==> src/rtl/vga_pkg.sv <==
// Shared types and screen constants for the VGA pixel-write path.
package vga_pkg;

    // Arbiter FSM states.
    typedef enum logic [1:0] {
        IDLE    = 2'd0,
        START   = 2'd1,
        BUSY    = 2'd2,
        RELEASE = 2'd3
    } state_t;

    // Screen geometry.
    localparam int SCREEN_W = 160;
    localparam int SCREEN_H = 120;

    // Pixel field widths.
    localparam int X_W = 8;
    localparam int Y_W = 7;
    localparam int C_W = 3;

endpackage

==> src/rtl/plot_arbiter_if.sv <==
// Bundle of request/grant and pixel signals between drawing engines and the arbiter.
//
// Handshake: req[i] is a level request that the engine holds until it sees
// ack[i]. Once granted, the arbiter pulses eng_start[i] for one cycle. The
// engine then presents pixels on its eng_* slice, where eng_plot[i] marks a
// valid pixel in that cycle (the VGA port never back-pressures). The engine
// raises eng_done[i] to hand the port back. ack[i] pulses once to close the
// transaction.
interface plot_arbiter_if #(
    parameter int N_REQ = 3
);
    import vga_pkg::*;

    logic [N_REQ-1:0]     req;
    logic [N_REQ-1:0]     ack;
    logic [N_REQ-1:0]     gnt;
    logic [N_REQ-1:0]     eng_start;
    logic [N_REQ-1:0]     eng_done;
    logic [X_W*N_REQ-1:0] eng_x;
    logic [Y_W*N_REQ-1:0] eng_y;
    logic [C_W*N_REQ-1:0] eng_colour;
    logic [N_REQ-1:0]     eng_plot;
    logic [X_W-1:0]       vga_x;
    logic [Y_W-1:0]       vga_y;
    logic [C_W-1:0]       vga_colour;
    logic                 vga_plot;
    logic                 busy;

    // Engine / environment side.
    modport master (
        output req, eng_done, eng_x, eng_y, eng_colour, eng_plot,
        input  ack, gnt, eng_start, vga_x, vga_y, vga_colour, vga_plot, busy
    );

    // Arbiter side.
    modport slave (
        input  req, eng_done, eng_x, eng_y, eng_colour, eng_plot,
        output ack, gnt, eng_start, vga_x, vga_y, vga_colour, vga_plot, busy
    );

endinterface

==> src/rtl/plot_arbiter_rr_pick.sv <==
// Combinational round-robin search: first set req bit starting at (last+1) mod N_REQ.
module rr_pick #(
    parameter int N_REQ = 3,
    parameter int IDX_W = 2
) (
    input  logic [N_REQ-1:0] req,
    input  logic [IDX_W-1:0] last,
    output logic             found,
    output logic [IDX_W-1:0] idx
);

    logic [IDX_W-1:0] cand;

    // Walk offsets from farthest to nearest so the nearest hit is the one kept.
    always_comb begin
        found = 1'b0;
        idx   = '0;
        cand  = '0;
        for (int k = N_REQ; k >= 1; k--) begin
            cand = IDX_W'((int'(last) + k) % N_REQ);
            if (req[cand]) begin
                found = 1'b1;
                idx   = cand;
            end
        end
    end

endmodule

==> src/rtl/plot_arbiter.sv <==
// Round-robin owner of the VGA pixel-write port shared by N_REQ drawing engines.
module plot_arbiter
    import vga_pkg::*;
#(
    parameter int N_REQ = 3,
    parameter int IDX_W = 2
) (
    input  logic         clk,
    input  logic         rst,
    plot_arbiter_if.slave bus,
    output state_t       state_dbg
);

    state_t           state;
    logic [IDX_W-1:0] sel;
    logic [IDX_W-1:0] last;
    logic             found;
    logic [IDX_W-1:0] pick;

    logic [X_W-1:0]   own_x;
    logic [Y_W-1:0]   own_y;
    logic [C_W-1:0]   own_colour;
    logic             own_plot;
    logic             own_done;

    assign state_dbg = state;

    rr_pick #(
        .N_REQ (N_REQ),
        .IDX_W (IDX_W)
    ) u_pick (
        .req   (bus.req),
        .last  (last),
        .found (found),
        .idx   (pick)
    );

    function automatic logic [N_REQ-1:0] onehot(input logic [IDX_W-1:0] i);
        onehot    = '0;
        onehot[i] = 1'b1;
    endfunction

    // Select the owner's engine slice; non-owners never reach the VGA side.
    always_comb begin
        own_x      = '0;
        own_y      = '0;
        own_colour = '0;
        own_plot   = 1'b0;
        own_done   = 1'b0;
        for (int i = 0; i < N_REQ; i++) begin
            if (sel == IDX_W'(i)) begin
                own_x      = bus.eng_x[i*X_W +: X_W];
                own_y      = bus.eng_y[i*Y_W +: Y_W];
                own_colour = bus.eng_colour[i*C_W +: C_W];
                own_plot   = bus.eng_plot[i];
                own_done   = bus.eng_done[i];
            end
        end
    end

    // Ownership FSM with registered grant, pulses and pixel outputs.
    always_ff @(posedge clk) begin
        if (rst) begin
            state          <= IDLE;
            sel            <= '0;
            last           <= IDX_W'(N_REQ - 1);
            bus.gnt        <= '0;
            bus.ack        <= '0;
            bus.eng_start  <= '0;
            bus.vga_x      <= '0;
            bus.vga_y      <= '0;
            bus.vga_colour <= '0;
            bus.vga_plot   <= 1'b0;
            bus.busy       <= 1'b0;
        end else begin
            bus.ack       <= '0;
            bus.eng_start <= '0;
            bus.vga_plot  <= 1'b0;
            case (state)
                IDLE: begin
                    if (found) begin
                        sel           <= pick;
                        bus.gnt       <= onehot(pick);
                        bus.eng_start <= onehot(pick);
                        bus.busy      <= 1'b1;
                        state         <= START;
                    end
                end
                START: begin
                    state <= BUSY;
                end
                BUSY: begin
                    // The pixel of the done cycle is still forwarded.
                    bus.vga_x      <= own_x;
                    bus.vga_y      <= own_y;
                    bus.vga_colour <= own_colour;
                    bus.vga_plot   <= own_plot;
                    if (own_done) begin
                        bus.gnt <= '0;
                        bus.ack <= onehot(sel);
                        state   <= RELEASE;
                    end
                end
                RELEASE: begin
                    last     <= sel;
                    bus.busy <= 1'b0;
                    state    <= IDLE;
                end
                default: begin
                    state <= IDLE;
                end
            endcase
        end
    end

endmodule

==> src/flat_wrapper.sv <==
// flat-port wrapper written by rule: the top's interface ports become plain ports
module plot_arbiter_flat import vga_pkg::*;
#(
    parameter int N_REQ = 3,
    parameter int IDX_W = 2
)
  (clk, rst, state_dbg, bus_req, bus_eng_done, bus_eng_x, bus_eng_y, bus_eng_colour, bus_eng_plot, bus_ack, bus_gnt, bus_eng_start, bus_vga_x, bus_vga_y, bus_vga_colour, bus_vga_plot, bus_busy);
  plot_arbiter_if #(.N_REQ(N_REQ)) bus_i ();
  input  logic clk;
  input  logic rst;
  output state_t state_dbg;
  input wire logic [$bits(bus_i.req)-1:0] bus_req;
  input wire logic [$bits(bus_i.eng_done)-1:0] bus_eng_done;
  input wire logic [$bits(bus_i.eng_x)-1:0] bus_eng_x;
  input wire logic [$bits(bus_i.eng_y)-1:0] bus_eng_y;
  input wire logic [$bits(bus_i.eng_colour)-1:0] bus_eng_colour;
  input wire logic [$bits(bus_i.eng_plot)-1:0] bus_eng_plot;
  output wire logic [$bits(bus_i.ack)-1:0] bus_ack;
  output wire logic [$bits(bus_i.gnt)-1:0] bus_gnt;
  output wire logic [$bits(bus_i.eng_start)-1:0] bus_eng_start;
  output wire logic [$bits(bus_i.vga_x)-1:0] bus_vga_x;
  output wire logic [$bits(bus_i.vga_y)-1:0] bus_vga_y;
  output wire logic [$bits(bus_i.vga_colour)-1:0] bus_vga_colour;
  output wire logic [$bits(bus_i.vga_plot)-1:0] bus_vga_plot;
  output wire logic [$bits(bus_i.busy)-1:0] bus_busy;
  assign bus_i.req = bus_req;
  assign bus_i.eng_done = bus_eng_done;
  assign bus_i.eng_x = bus_eng_x;
  assign bus_i.eng_y = bus_eng_y;
  assign bus_i.eng_colour = bus_eng_colour;
  assign bus_i.eng_plot = bus_eng_plot;
  assign bus_ack = bus_i.ack;
  assign bus_gnt = bus_i.gnt;
  assign bus_eng_start = bus_i.eng_start;
  assign bus_vga_x = bus_i.vga_x;
  assign bus_vga_y = bus_i.vga_y;
  assign bus_vga_colour = bus_i.vga_colour;
  assign bus_vga_plot = bus_i.vga_plot;
  assign bus_busy = bus_i.busy;
  plot_arbiter #(.N_REQ(N_REQ), .IDX_W(IDX_W)) u_core (.clk(clk), .rst(rst), .bus(bus_i), .state_dbg(state_dbg));
endmodule
==> config.mk <==
export PLATFORM = sky130hd
export DESIGN_NAME = plot_arbiter_flat
export DESIGN_NICKNAME = d
export VERILOG_FILES = /design/src/rtl/vga_pkg.sv /design/src/rtl/plot_arbiter_if.sv /design/src/rtl/plot_arbiter_rr_pick.sv /design/src/rtl/plot_arbiter.sv /design/src/flat_wrapper.sv
export SDC_FILE = /design/constraint.sdc
export NUM_CORES = 1
export LEC_CHECK = 0
export CAP_MARGIN = 5
export CORE_UTILIZATION = 43
export CTS_CLUSTER_SIZE = 40
export DETAILED_ROUTE_END_ITERATION = 10
export HOLD_SLACK_MARGIN = 0.02
export PLACE_DENSITY = 0.85
export SLEW_MARGIN = 10
export SYNTH_ARGS = -nofsm -noshare
export SYNTH_HDL_FRONTEND = slang
export SYNTH_SLANG_ARGS = --single-unit
==> constraint.sdc <==
create_clock -name clk -period 3.5 [get_ports clk]
set_input_delay 0.7 -clock clk [delete_from_list [all_inputs] [get_ports clk]]
set_output_delay 0.7 -clock clk [all_outputs]
set_load 0.05 [all_outputs]
==> results of run 1 <==
-- worst min-delay path by stage --
| stage | startpoint | end | slack [ns] |
|---|---|---|---|
| 4_1_cts | u_core.bus.vga_colour[2] | u_core.bus.vga_colour[2] | 0.49 |
| 5_1_grt | u_core.bus.gnt[0] | u_core.bus.gnt[0] | 0.50 |
| 3_5_place_dp | u_core.bus.gnt[1] | u_core.bus.gnt[1] | 0.45 |
| 3_3_place_gp | u_core.bus.gnt[0] | u_core.bus.gnt[0] | 0.46 |
| 6_report | u_core.bus.vga_colour[2] | u_core.bus.vga_colour[2] | 0.49 |
| 2_1_floorplan | u_core.last[0] | u_core.last[0] | 0.52 |
-- synthesized netlist by cell type (all sizes together) --
| master | count |
|---|---|
| mux2i | 27 |
| nand3b | 4 |
| nor2 | 47 |
| nor4 | 1 |
| nor3b | 1 |
| a32o | 1 |
| nor3 | 3 |
| nand3 | 2 |
| or2b | 1 |
| or2 | 1 |
| inv | 7 |
| nor2b | 5 |
| nor4b | 1 |
| o211ai | 2 |
| o2bb2ai | 1 |
| ha | 8 |
| o21ai | 1 |
| o41ai | 1 |
| clkbuf | 10 |
| buf | 6 |
| o31ai | 3 |
| a21oi | 19 |
| nand2b | 2 |
| o22ai | 1 |
| o311a | 1 |
| dfxtp | 35 |
| a211oi | 21 |
| o311ai | 1 |
| nand4 | 1 |
| a22o | 2 |
| nand2 | 4 |
-- cells by family (layout without fill, tap and decap cells) --
logic type	count (synthesis)	count (layout)	share of synthesized area
adder cells (fa/ha/maj)	8	8	0.0525
buffers and inverters	23	115	0.0498
AND/OR/NAND/NOR	73	73	0.180
flip-flops	35	35	0.367
multiplexers	27	27	0.148
AO/OA/AOI/OAI	54	54	0.203
-- final cells by class --
cell class,count,area [sq um],area share
Timing Repair Buffer,100,988,0.329
Sequential cell,35,701,0.233
Clock buffer,6,82.6,0.0275
Multi-Input combinational cell,162,1110,0.370
Inverter,7,26.3,0.00874
Tap cell,50,62.6,0.0208
Clock inverter,2,35.0,0.0116
-- sequential cells by signal, indices dropped and copies added (netlist names) --
signal / cells
u_core.last: 2
u_core.bus.busy: 1
u_core.sel: 2
u_core.bus.gnt: 3
u_core.bus.ack: 3
u_core.state_dbg: 2
u_core.bus.eng_start: 3
u_core.bus.vga_y: 7
u_core.bus.vga_plot: 1
u_core.bus.vga_x: 8
u_core.bus.vga_colour: 3
-- tightest hold or removal path: cells and delay by family, from the launching register on --
family          cells  cell delay (ns)
compound gates      1             0.05
flops               1             0.31
simple gates        1             0.08
-- power groups by stage --
stage | logic (mW) | clock network (mW) | registers (mW)
2_1_floorplan | 0.545 | 0 | 0.906
3_3_place_gp | 1.20 | 0 | 0.598
5_1_grt | 1.30 | 0.402 | 0.609
3_5_place_dp | 1.22 | 0 | 0.602
6_report | 1.23 | 0.382 | 0.595
4_1_cts | 1.23 | 0.380 | 0.595
-- metrics by stage --
stage               area [sq um]  hold slack (ns)
global route                3010            0.498
detailed placement          2890            0.455
CTS                         3010            0.486
floorplan                   1910            0.519
global placement            2890            0.458
finish                      3010            0.486
-- routing by layer --
| metal | global-route usage | share of wire | up-vias |
|---|---|---|---|
| li1 | - | - | 966 |
| met1 | 0.267 | 0.41 | 886 |
| met2 | 0.387 | 0.50 | 66 |
| met3 | 0.0740 | 0.075 | 6 |
| met4 | 0.0703 | 0.011 | 0 |
| met5 | 0 | 0 | - |
==> metrics.yaml, run 1 <==
outcome:
  outcome: "finished clean"
synth:
  ys_types: 35
  ys_seq_area_frac: 0.367
  synth_nets: 293
  synthCells: 220
  synth_largest_area_cell: "dfxtp_1"
  ys_seq_elements: 35
  syn_area_sq_um: 1910
  synth_top_cell_area_share: 0.367
  ys_warn_count: 0
  avgSynthCellArea_sq_um: 8.67
  synth_area_leaders: "dfxtp_1 37%, mux2i_1 14%, nor2_1 8.9%, a211oi_1 8.3%, ha_1 5.2%"
finish:
  diodes: 0
  utilization: 0.731
  area.growth.synth_to_final_pct: 57.6
  final_cell_count_no_fill: 362
  layout_commonest_cell: "clkdlybuf4s50_1"
  mostFrequentLayoutCells: "95 x clkdlybuf4s50_1, 45 x nor2_1, 35 x dfxtp_1"
  fill_cells: 313
  nets: 384
  drive_gt1_frac: 0.0673
global_route:
  overflow: 0
  gr-usage-all-layers: 0.227
  grt_max_degree: 28
  grt_pass1_wl_mm: 7.76
  antenna_found_initial: 0
  grt_pass1_vias: 1656
floorplanning:
  io_pins: 96
  initial_utilization: 0.464
  dieArea_sq_um: 4710
  die_w_microns: 68.6
  rows: 23
  coreArea_sq_um: 4120
  fp.dieH_microns: 68.6
critical_path:
  worstPathRequired_ns: 2.80
  cp_slowest_stage_delay_ns: 0.83
  r2r-end: "u_core.bus.gnt[2]"
  cp_cell_sequence: "clkdlybuf4s50_1"
  rrSetupSlack_ns: 1.39
  cp.depth: 1
  worstRegToRegCells: 6
  cp_max_fo: 5
  crit_family: "buffers and inverters"
  path_class: "flop to output pin"
  r2r_start: "u_core.state_dbg[0]"
  cp-startpoint: "u_core.state_dbg[1]"
  cp-start-kind: "flop"
  critPathSlowestCell: "clkdlybuf4s50_1"
  critPathCapture: "state_dbg[1]"
  path_buf_inv: 1
  crit_arrival_ns: 1.53
  critPathCaptureType: "output pin"
timing:
  clock_skew_ns: 0.00514
  drv_slew: 0
  slew_headroom: 0.543
  finalSetupViolCount: 0
  setup_ws_ns: 1.27
  tightestPinTransition_ns: 0.684
  rsz0062_at_grt: "no"
  fmax_mhz: 449
  fin_crit_sh: 0.637
  fin_setup_tns_ns: 0
  period_needed_ns: 2.23
  hold_viol_final: 0
clock_network:
  cts_root_buf: "clkbuf_8"
  cts-resized-gates: 0
  cts_inserted_buffers: 5
  clk_pin_slew_worst_paths_ns: 0.07
  cts_tree: "built"
  cts_htree_levels: 2
  cts_buffer_depth: 2
  hold_buffers: 0
  cts_setup_buffers: 0
  cts.sinks: 35
  clk_latency_ns: 0.30
pwr:
  internal-power_mw: 1.22
  power_mw: 2.20
  p_clk_frac: 0.174
  switchingPower_uw: 979
  p_sw_frac: 0.444
  vdd_drop_max_mv: 0.406
  sequentialPowerShare: 0.270
  p_leak_nw: 1.13
  combPwrFrac: 0.557
  power_density_nw_per_um2: 733
placement:
  place_ws_ns: 0.990
  place_hpwl_mm: 3.94
  place_congestion: 0.813
  portBuffers: 95
  dpl.cell_count: 354
detailed_routing:
  via_per_inst: 5.31
  drtIter0Drc: 82
  drc: 0
  dr.pass1.iters: 4
  wl_per_cell_microns: 14.8
  vias: 1924
  final_antenna_net_count: 0
  wl_mm: 5.37
hold_path:
  whs_path_depth: 2
  hold_path.class: "flop to flop"
flow_run:
  cap_violations: 0
Power figures use the tool's default switching activity.
==> inputs of run 2 (changes only) <==
--- a/config.mk
+++ b/config.mk
@@ -6,11 +6,11 @@
 export NUM_CORES = 1
 export LEC_CHECK = 0
 export CAP_MARGIN = 5
-export CORE_UTILIZATION = 43
+export CORE_UTILIZATION = 40
 export CTS_CLUSTER_SIZE = 40
 export DETAILED_ROUTE_END_ITERATION = 10
 export HOLD_SLACK_MARGIN = 0.02
-export PLACE_DENSITY = 0.85
+export PLACE_DENSITY = 0.8
 export SLEW_MARGIN = 10
 export SYNTH_ARGS = -nofsm -noshare
 export SYNTH_HDL_FRONTEND = slang
==> constraint.sdc (replaced) <==
create_clock -name clk -period 2.1 [get_ports clk]
set_input_delay 0.42 -clock clk [delete_from_list [all_inputs] [get_ports clk]]
set_output_delay 0.42 -clock clk [all_outputs]
set_load 0.05 [all_outputs]
==> run 2 against run 1 <==
Net effect: the flow now finishes with violations (DRC); clock skew increased by 0.0021 ns; cell count grew 1.9%; sequential share of layout area shrank 0.32 points; total power grew 61%; critical path type is now flop to flop; largest power group unchanged.
==> metrics.yaml, run 2 (same netlist as run 1, synthesis figures left out) <==
outcome:
  outcome: "finished with violations"
  violations: "DRC"
finish:
  drive_gt1_frac: 0.0915
  nets: 390
  area.growth.synth_to_final_pct: 59.9
  largest_reg_flops: 8
  final_cell_count_no_fill: 369
  diodes: 0
  utilization: 0.682
  fill_cells: 367
  reg_top3: "u_core.bus.vga_x x8, u_core.bus.vga_y x7"
  mostFrequentLayoutCells: "95 x clkdlybuf4s50_1, 45 x nor2_1, 35 x dfxtp_1"
  layout_commonest_cell: "clkdlybuf4s50_1"
  top_register: "u_core.bus.vga_x"
  final_area_sq_um: 3050
detailed_routing:
  wl_mm: 5.01
  wl_per_cell_microns: 13.6
  drtIter0Drc: 76
  final_antenna_net_count: 0
  drc: 7
  dr.pass1.iters: 8
  vias: 1930
  via_per_inst: 5.23
critical_path:
  critPathCaptureType: "flop"
  r2r-end: "u_core.bus.gnt[2]"
  path_class: "flop to flop"
  worstRegToRegCells: 7
  cp_common_cell: "a22o_1"
  rrSetupSlack_ns: 0.10
  cp_max_fo: 7
  cp_cell_sequence: "inv_1 > ha_2 > nand3b_1 > nand2_1 > nor3_4 > a22o_1 > a22o_1"
  cp_slowest_stage_delay_ns: 0.42
  critPathSlowestCell: "ha_2"
  r2r_start: "u_core.last[0]"
  cp-start-kind: "flop"
  worstPathRequired_ns: 2.28
  crit_arrival_ns: 2.18
pwr:
  power_density_nw_per_um2: 1170
  vdd_drop_max_mv: 0.579
  p_leak_nw: 1.15
placement:
  dpl.cell_count: 362
  place_congestion: 0.775
  place_hpwl_mm: 3.85
  portBuffers: 95
  place_ws_ns: -0.0922
  placed_cell_area_sq_um: 2940
global_route:
  grt_pass1_vias: 1790
  grt_max_degree: 28
  gr-usage-all-layers: 0.209
  met3_usage: 0.0855
  grtUsageMet1: 0.248
  busiest_layer: "met2"
  grt_pass1_wl_mm: 8.18
  use_met2: 0.350
  overflow: 0
  antenna_found_initial: 0
clock_network:
  cts.sinks: 35
  hold_buffers: 0
  cts_htree_levels: 2
  cts_inserted_buffers: 5
  clk_latency_ns: 0.28
  cts_tree: "built"
  clk_pin_slew_worst_paths_ns: 0.07
  cts_root_buf: "clkbuf_8"
  cts_buffer_depth: 2
  cts_setup_buffers: 0
  cts-resized-gates: 0
timing:
  tightestPinTransition_ns: 0.526
  whs_ns: 0.471
  rsz0062_at_grt: "yes"
  slew_headroom: 0.649
  clock_skew_ns: 0.00728
  fmax_mhz: 500
  hold_viol_final: 0
  fin_crit_sh: 0.952
  finalSetupViolCount: 0
  setup_ws_ns: 0.102
  drv_slew: 0
  period_needed_ns: 2.00
floorplanning:
  fp.dieH_microns: 71.1
  io_pins: 96
  rows: 24
  initial_utilization: 0.426
  dieArea_sq_um: 5050
  coreArea_sq_um: 4470
  die_w_microns: 71.1
hold_path:
  whs_path_depth: 1
  holdCritStartpoint: "u_core.bus.gnt[1]"
  min_to: "u_core.bus.gnt[1]"
  hold_path.class: "flop to flop"
flow_run:
  cap_violations: 0
[run 2: cell count changes in the layout (fill, tap and decap cells not counted)]
cell / before / now
o31ai_4: 0 / 1
o31ai_2: 3 / 2
ha_1: 8 / 7
bufinv_16: 1 / 0
ha_2: 0 / 1
mux2i_1: 26 / 24
nor3_4: 0 / 1
nor3_2: 1 / 0
buf_4: 5 / 11
mux2i_2: 0 / 2
[run 2: metal layers]
| metal | wire length [microns] | part of all wire | up-vias |
|---|---|---|---|
| li1 | - | - | 979 |
| met1 | 2080 | 0.41 | 870 |
| met2 | 2460 | 0.49 | 79 |
| met3 | 456 | 0.091 | 2 |
| met4 | 17 | 0.0034 | 0 |
| met5 | 0 | 0 | - |
[run 2: through the flow]
| step | total power, mW | TNS, ns |
|---|---|---|
| floorplan | 2.42 | 0 |
| global placement | 3.03 | -0.00991 |
| detailed placement | 3.06 | -0.185 |
| CTS | 3.55 | 0 |
| global route | 3.79 | -0.0528 |
| finish | 3.55 | 0 |
[run 2: area by class of cell]
class,count,area (sq um),share of cell area
Timing Repair Buffer,106,1030,0.339
Clock inverter,1,5.00,0.00164
Inverter,7,26.3,0.00861
Sequential cell,35,701,0.230
Clock buffer,6,82.6,0.0271
Tap cell,52,65.1,0.0213
Multi-Input combinational cell,162,1140,0.373
[run 2: worst max-delay path by stage]
stage / startpoint / to / slack [ns] / cells past startpoint
final: u_core.last[0] / u_core.bus.gnt[2] / 0.10 / 7
after global routing: u_core.last[1] / u_core.bus.gnt[0] / -0.04 / 7
after CTS: u_core.last[0] / u_core.bus.gnt[0] / 0.04 / 7
after detailed placement: bus_req[1] / u_core.bus.gnt[0] / -0.09 / 6
after global placement: bus_req[1] / u_core.bus.gnt[0] / -0.01 / 6
after floorplan: u_core.last[0] / u_core.bus.gnt[0] / 0.19 / 8
[run 2: critical path, delay by kind of cell (launching register included)]
family | cells | cell delay, ns
AND/OR/NAND/NOR | 3 | 0.49
buffers and inverters | 1 | 0.08
adder cells (fa/ha/maj) | 1 | 0.42
AO/OA/AOI/OAI | 2 | 0.50
flip-flops | 1 | 0.39
[run 2: where the power goes]
| group | leakage, nW | internal, mW | switching [mW] | total (mW) |
|---|---|---|---|---|
| Clock | 0.0470 | 0.257 | 0.235 | 0.492 |
| Combinational | 0.815 | 0.849 | 1.25 | 2.10 |
| Sequential | 0.286 | 0.845 | 0.120 | 0.965 |
| Total | 1.15 | 1.95 | 1.60 | 3.55 |
==> inputs of run 3 (changes only) <==
--- a/config.mk
+++ b/config.mk
@@ -6,6 +6,7 @@
 export NUM_CORES = 1
 export LEC_CHECK = 0
 export CAP_MARGIN = 5
+export CORE_MARGIN = 1
 export CORE_UTILIZATION = 40
 export CTS_CLUSTER_SIZE = 40
 export DETAILED_ROUTE_END_ITERATION = 10
==> results of run 3 <==
No change in the layout: final DEF, timing and power equal those of run 2.
==> edit 1, RTL diff (config.mk and constraints of run 2) <==
The package constant `Y_W` goes from 7 to 5.
--- a/src/rtl/vga_pkg.sv
+++ b/src/rtl/vga_pkg.sv
@@ -15,7 +15,7 @@
 
     // Pixel field widths.
     localparam int X_W = 8;
-    localparam int Y_W = 7;
+    localparam int Y_W = 5;
     localparam int C_W = 3;
 
 endpackage
Interface: changed (resized bus_eng_y and bus_vga_y); port bits go from 96 to 88. The function was not compared with the original's and may differ.
==> edit 1 against run 2 <==
- routed wire length decreased by 0.66%
- design area is 2.8% lower
- critical path depth unchanged
- sequential share of layout area fell by 0.61 points
- sequential cell count is 2 lower
- worst setup slack worse by 76 ps
- via count shrank 3.1%
- synthesized area is 6.5% lower
- count of clock-buffer cells in the layout up 1
- power down 2.5%
- die area down 6.3%
- combinational power fell by 3%
- critical endpoint is now u_core.bus.gnt[0]
==> edit 1: results (changes against run 2) <==
Power and ir drop
  • Power in the clock group: 0.535 mW (+8.7%)
  • Static Leak: 1.13 nW (-1.3%)
  • P_comb: 2.03 mW (-3%)
  • Clk pwr share: 15.4% (+1.6 points)
  • Internal power: 1.93 mW (-1.1%)

Worst setup path
  • Crit Path Max Fanout: 5 (-2)
  • Critical path arrival: 2240 ps (+60 ps)

GRT
  • Global Route Usage Sum: 21.1% (+0.28 points)
  • Met1 GRT Util: 26.6% (+1.8 points)
  • Vias in the first global route: 1,581 (-12%)
  • Largest net degree at the start of global routing: 33 (+18%)
  • First-pass GRT wire length: 7390 um (-9.7%)

Placement
  • PortBufs: 87 (-8.4%)
  • Area post-placement: 2810 um^2 (-4.5%)
  • HPWL after DPL: 3670 um (-4.5%)
  • Place WS: -191 ps (-99.0 ps)
  • Placer Congestion: 0.845 (+9.0%)

Routing
  • Initial DRT Pass Iterations: 4 (-4)
  • Vias/cell: 5.14 (-1.8%)
  • Final WL: 4970 um (-0.66%)

Synth
  • Synth cell count leaders: nor2_1, dfxtp_1, mux2i_1
  • Syn Nets: 279 (-4.8%)
  • Sequential-to-total area share from yosys stat: 37.0% (+0.31 points)
  • Synth area leaders: dfxtp_1, mux2i_1, nor2_1, a211oi_1, a21oi_1

Finish
  • Final #Nets: 380 (-2.6%)
  • Layout cells sized above 1: 13.7% (+4.5 points)

STA
  • Worst clock skew: 3.22 ps (-4.06 ps)
  • Slew HR: 64.9% (about the same)

Min path
  • Cell depth of the worst hold path: 2 (+1)

CTS
  • Clk slew on worst S/H paths: 70 ps (about the same)

Status
  • Outcome: completed
-- edit 1: cell count changes after synthesis, sizes merged, moves of 2 or more --
cell and change:
o21ai +2, a22o -2, inv +4, dfxtp -2, mux2 +2, a211oi -3
mux2i -5, clkbuf +2, nor2 -6, nand2 +3, buf -4, nor2b -2
-- edit 1: cell type report --
type | count | area (um^2)
flip-flops and latches | 33 | 663
multi-input cells | 154 | 1070
inverters | 11 | 41.3
fillers | 344 | 1180
repair buffers | 108 | 1030
clock buffers | 7 | 96.3
well taps | 50 | 62.6
clock inverters | 1 | 5.00
-- edit 1: what timing repair did --
action | CTS | global route
buffers inserted | 0 | 3
hold buffers | 0 | 0
endpoints found under the setup margin | 0 | 7
gates resized for setup | 0 | 8
-- edit 1: cells by family after synthesis --
kind of cell               after synthesis  share of synthesized area [%]
DFF                                     33                           37.0
buffers and inverters                   25                           5.33
AOI/OAI and AO/OA                       55                           20.5
and+or+nand+nor                         67                           17.5
muxes                                   24                           14.0
adders and majority gates                8                           5.61
-- edit 1: final timing paths --
| path | to | slack [ps] |
|---|---|---|
| worst max-delay path | u_core.bus.gnt[0] | 30 |
| worst min-delay path | u_core.bus.busy | 460 |
| worst max register to register | u_core.bus.gnt[0] | 30 |
| worst min register to register | u_core.bus.busy | 460 |
-- edit 1: per-stage QoR --
step | std cells | TNS [ps]
CTS | 361 | 0
global route | 364 | -7.87
global placement | 353 | -1100
finish | 364 | 0
floorplan | 212 | 0
detailed placement | 353 | -1280
-- edit 1: critical path: stages, from the launching register on --
cell and delay (ps):
dfxtp_2 340, inv_2 50, ha_4 160, mux2_4 290, mux2_4 310, or4_4 530
nand3b_1 170, o32ai_2 90
-- edit 1: routing by layer --
metal	routed length [um]	vias to the layer above
li1	-	951
met1	2110	861
met2	2490	49
met3	298	9
met4	72	0
met5	0	-
==> edit 2, RTL diff (config.mk and constraints of run 2) <==
Without the edit above. Register the output `state_dbg` once more; this adds one clock of latency there. The other outputs are not delayed to match.
--- a/src/rtl/plot_arbiter.sv
+++ b/src/rtl/plot_arbiter.sv
@@ -23,7 +23,9 @@
     logic             own_plot;
     logic             own_done;
 
-    assign state_dbg = state;
+    always_ff @(posedge clk) begin
+        state_dbg <= state;
+    end
 
     rr_pick #(
         .N_REQ (N_REQ),
Function: changed (a bounded check fails within 4 cycles, from zero or initial values and one cycle with rst high).
==> edit 2 against run 2 <==
- synthesized area up 1.2%
- non-clock buffer count fell by 1
- sequential cell count rose by 2
- largest cell class unchanged
- count of clock-buffer cells in the layout is the same
- sequential power grew 5%
- routed wire length is 1.6% lower
- worst setup slack gained 17 ps
- design area increased by 1.1%
- power increased by 0.74%
- die area is 1.2% higher
- critical endpoint is now u_core.state[1]
==> edit 2: results (changes against run 2) <==
Finish
  • Final #Nets: 397 (+1.8%)
  • Layout cells sized above 1: 8.00% (-1.1 points)
  • Layout fillers: 380 (+3.5%)
  • # diodes: 0 (unchanged)

Synth
  • Post-Syn Area: 1930 um^2 (+1.2%)
  • Synth cell count leaders: nor2_1, dfxtp_1, a21oi_1, mux2i_1, a211oi_1
  • Synth area leaders: dfxtp_1, mux2i_1, nor2_1, a211oi_1, a21oi_1
  • Synth unique cells: 37 (+5.7%)
  • Asr flop ratio synth: 0% (unchanged)
  • Syn Nets: 301 (+2.7%)
  • Sequential-to-total area share from yosys stat: 38.3% (+1.6 points)

Worst setup path
  • FF-to-FF End: u_core.state[1]
  • Crit Path Max Fanout: 7 (unchanged)
  • Worst r2r path cells: 7 (unchanged)
  • Family with the most delay on the worst path: simple AND/OR/NAND/NOR gates
  • Setup crit start: u_core.last[0]
  • Flop-to-flop setup slack: 120 ps (+20 ps)
  • Slowest CP cell: or4b_1
  • Max incr delay on CP: 520 ps (+100 ps)

GRT
  • First-pass GRT wire length: 8150 um (-0.43%)
  • Largest net degree at the start of global routing: 37 (+32%)
  • Vias in the first global route: 1,799 (+0.50%)
  • Global Route Usage Sum: 20.4% (-0.45 points)

Power and ir drop
  • Static Leak: 1.17 nW (+2.2%)
  • Worst IR Drop VDD: 0.617 mV (+6.4%)
  • Switching share of power: 43.2% (-1.9 points)

CTS
  • Post-CTS setup buffer count: 0 (unchanged)
  • H-tree depth: 2 (unchanged)

Routing
  • Initial DRT Pass Iterations: 4 (-4)
  • Initial DRC Count: 124 (+63%)
  • Vias/cell: 5.13 (-1.9%)
  • Final WL: 4930 um (-1.6%)

STA
  • Worst Tran Pin Value: 531 ps (+4.96 ps)
  • Worst clock skew: 3.91 ps (-3.37 ps)

Placement
  • HPWL after DPL: 3810 um (-1.1%)
  • Placer Congestion: 0.913 (+18%)

Min path
  • Hold crit path type: flip-flop to flip-flop

Status
  • Outcome: completed
edit 2: cell count changes in the layout (fill, tap and decap cells not counted), sizes merged, moves of 3 or more:
cell    delta
nor2b      -3
a21oi      +4
nand3b     -3
inv        +3
nand2      +4
mux2i      -4
o21ai      +4
edit 2: final cells by class:
cell class | count | area, um^2 | area share [%]
Inverter | 10 | 37.5 | 1.22
Sequential cell | 37 | 741 | 24.0
Tap cell | 52 | 65.1 | 2.11
Multi-Input combinational cell | 165 | 1090 | 35.5
Timing Repair Buffer | 105 | 1030 | 33.3
Clock inverter | 2 | 37.5 | 1.22
Clock buffer | 6 | 82.6 | 2.68
edit 2: through the flow:
stage	cell area (um^2)	setup WS, ps	cells	hold slack, ps
final	3080	118	377	383
after global routing	3080	18.5	377	391
after CTS	3060	10.2	377	387
after detailed placement	2940	-21.9	369	370
after global placement	2940	12.4	369	362
after floorplan	1930	271	228	355
edit 2: timing repair:
action,in CTS,in global routing
hold buffers,0,0
endpoints found under the setup margin,0,11
resized for setup,0,5
edit 2: cells by family (layout without fill, tap and decap cells):
kind of cell	count (synthesis)	in the layout	synth area share, %
adders and majority gates	8	8	5.18
and+or+nand+nor	74	74	17.7
muxes	23	23	11.9
buffers and inverters	26	123	6.28
DFF	37	37	38.3
AOI/OAI and AO/OA	60	60	20.5
edit 2: worst register-to-register path: stages, from the launching register on:
cell      delay (ps)
dfxtp_1          380
inv_1             90
ha_1             270
and2_1           190
o211ai_2         230
a211oi_4         120
or4b_1           530
o31ai_1           80
edit 2: layer usage:
metal	wire, um	vias to the layer above	track usage (%)
li1	-	984	-
met1	2070	874	24.4
met2	2470	68	34.6
met3	322	8	6.75
met4	55	0	6.75
met5	0	-	0
edit 2: power groups by stage:
stage | sequential [mW] | combinational, mW | clock, mW
final | 1.01 | 1.93 | 0.641
after global routing | 1.03 | 2.07 | 0.683
after CTS | 1.01 | 1.91 | 0.657
after detailed placement | 1.02 | 1.91 | 0
after global placement | 1.02 | 1.88 | 0
after floorplan | 1.64 | 0.672 | 0
edit 2: how the worst min path moves through the flow:
stage,start,endpoint,depth (start not counted)
finish,u_core.state[0],u_core.state_dbg[0],0
global placement,u_core.state[0],u_core.state_dbg[0],0
detailed placement,u_core.state[0],u_core.state_dbg[0],0
CTS,u_core.state[0],u_core.state_dbg[0],0
floorplan,u_core.state[0],u_core.state_dbg[0],0
global route,u_core.state[0],u_core.state_dbg[0],0
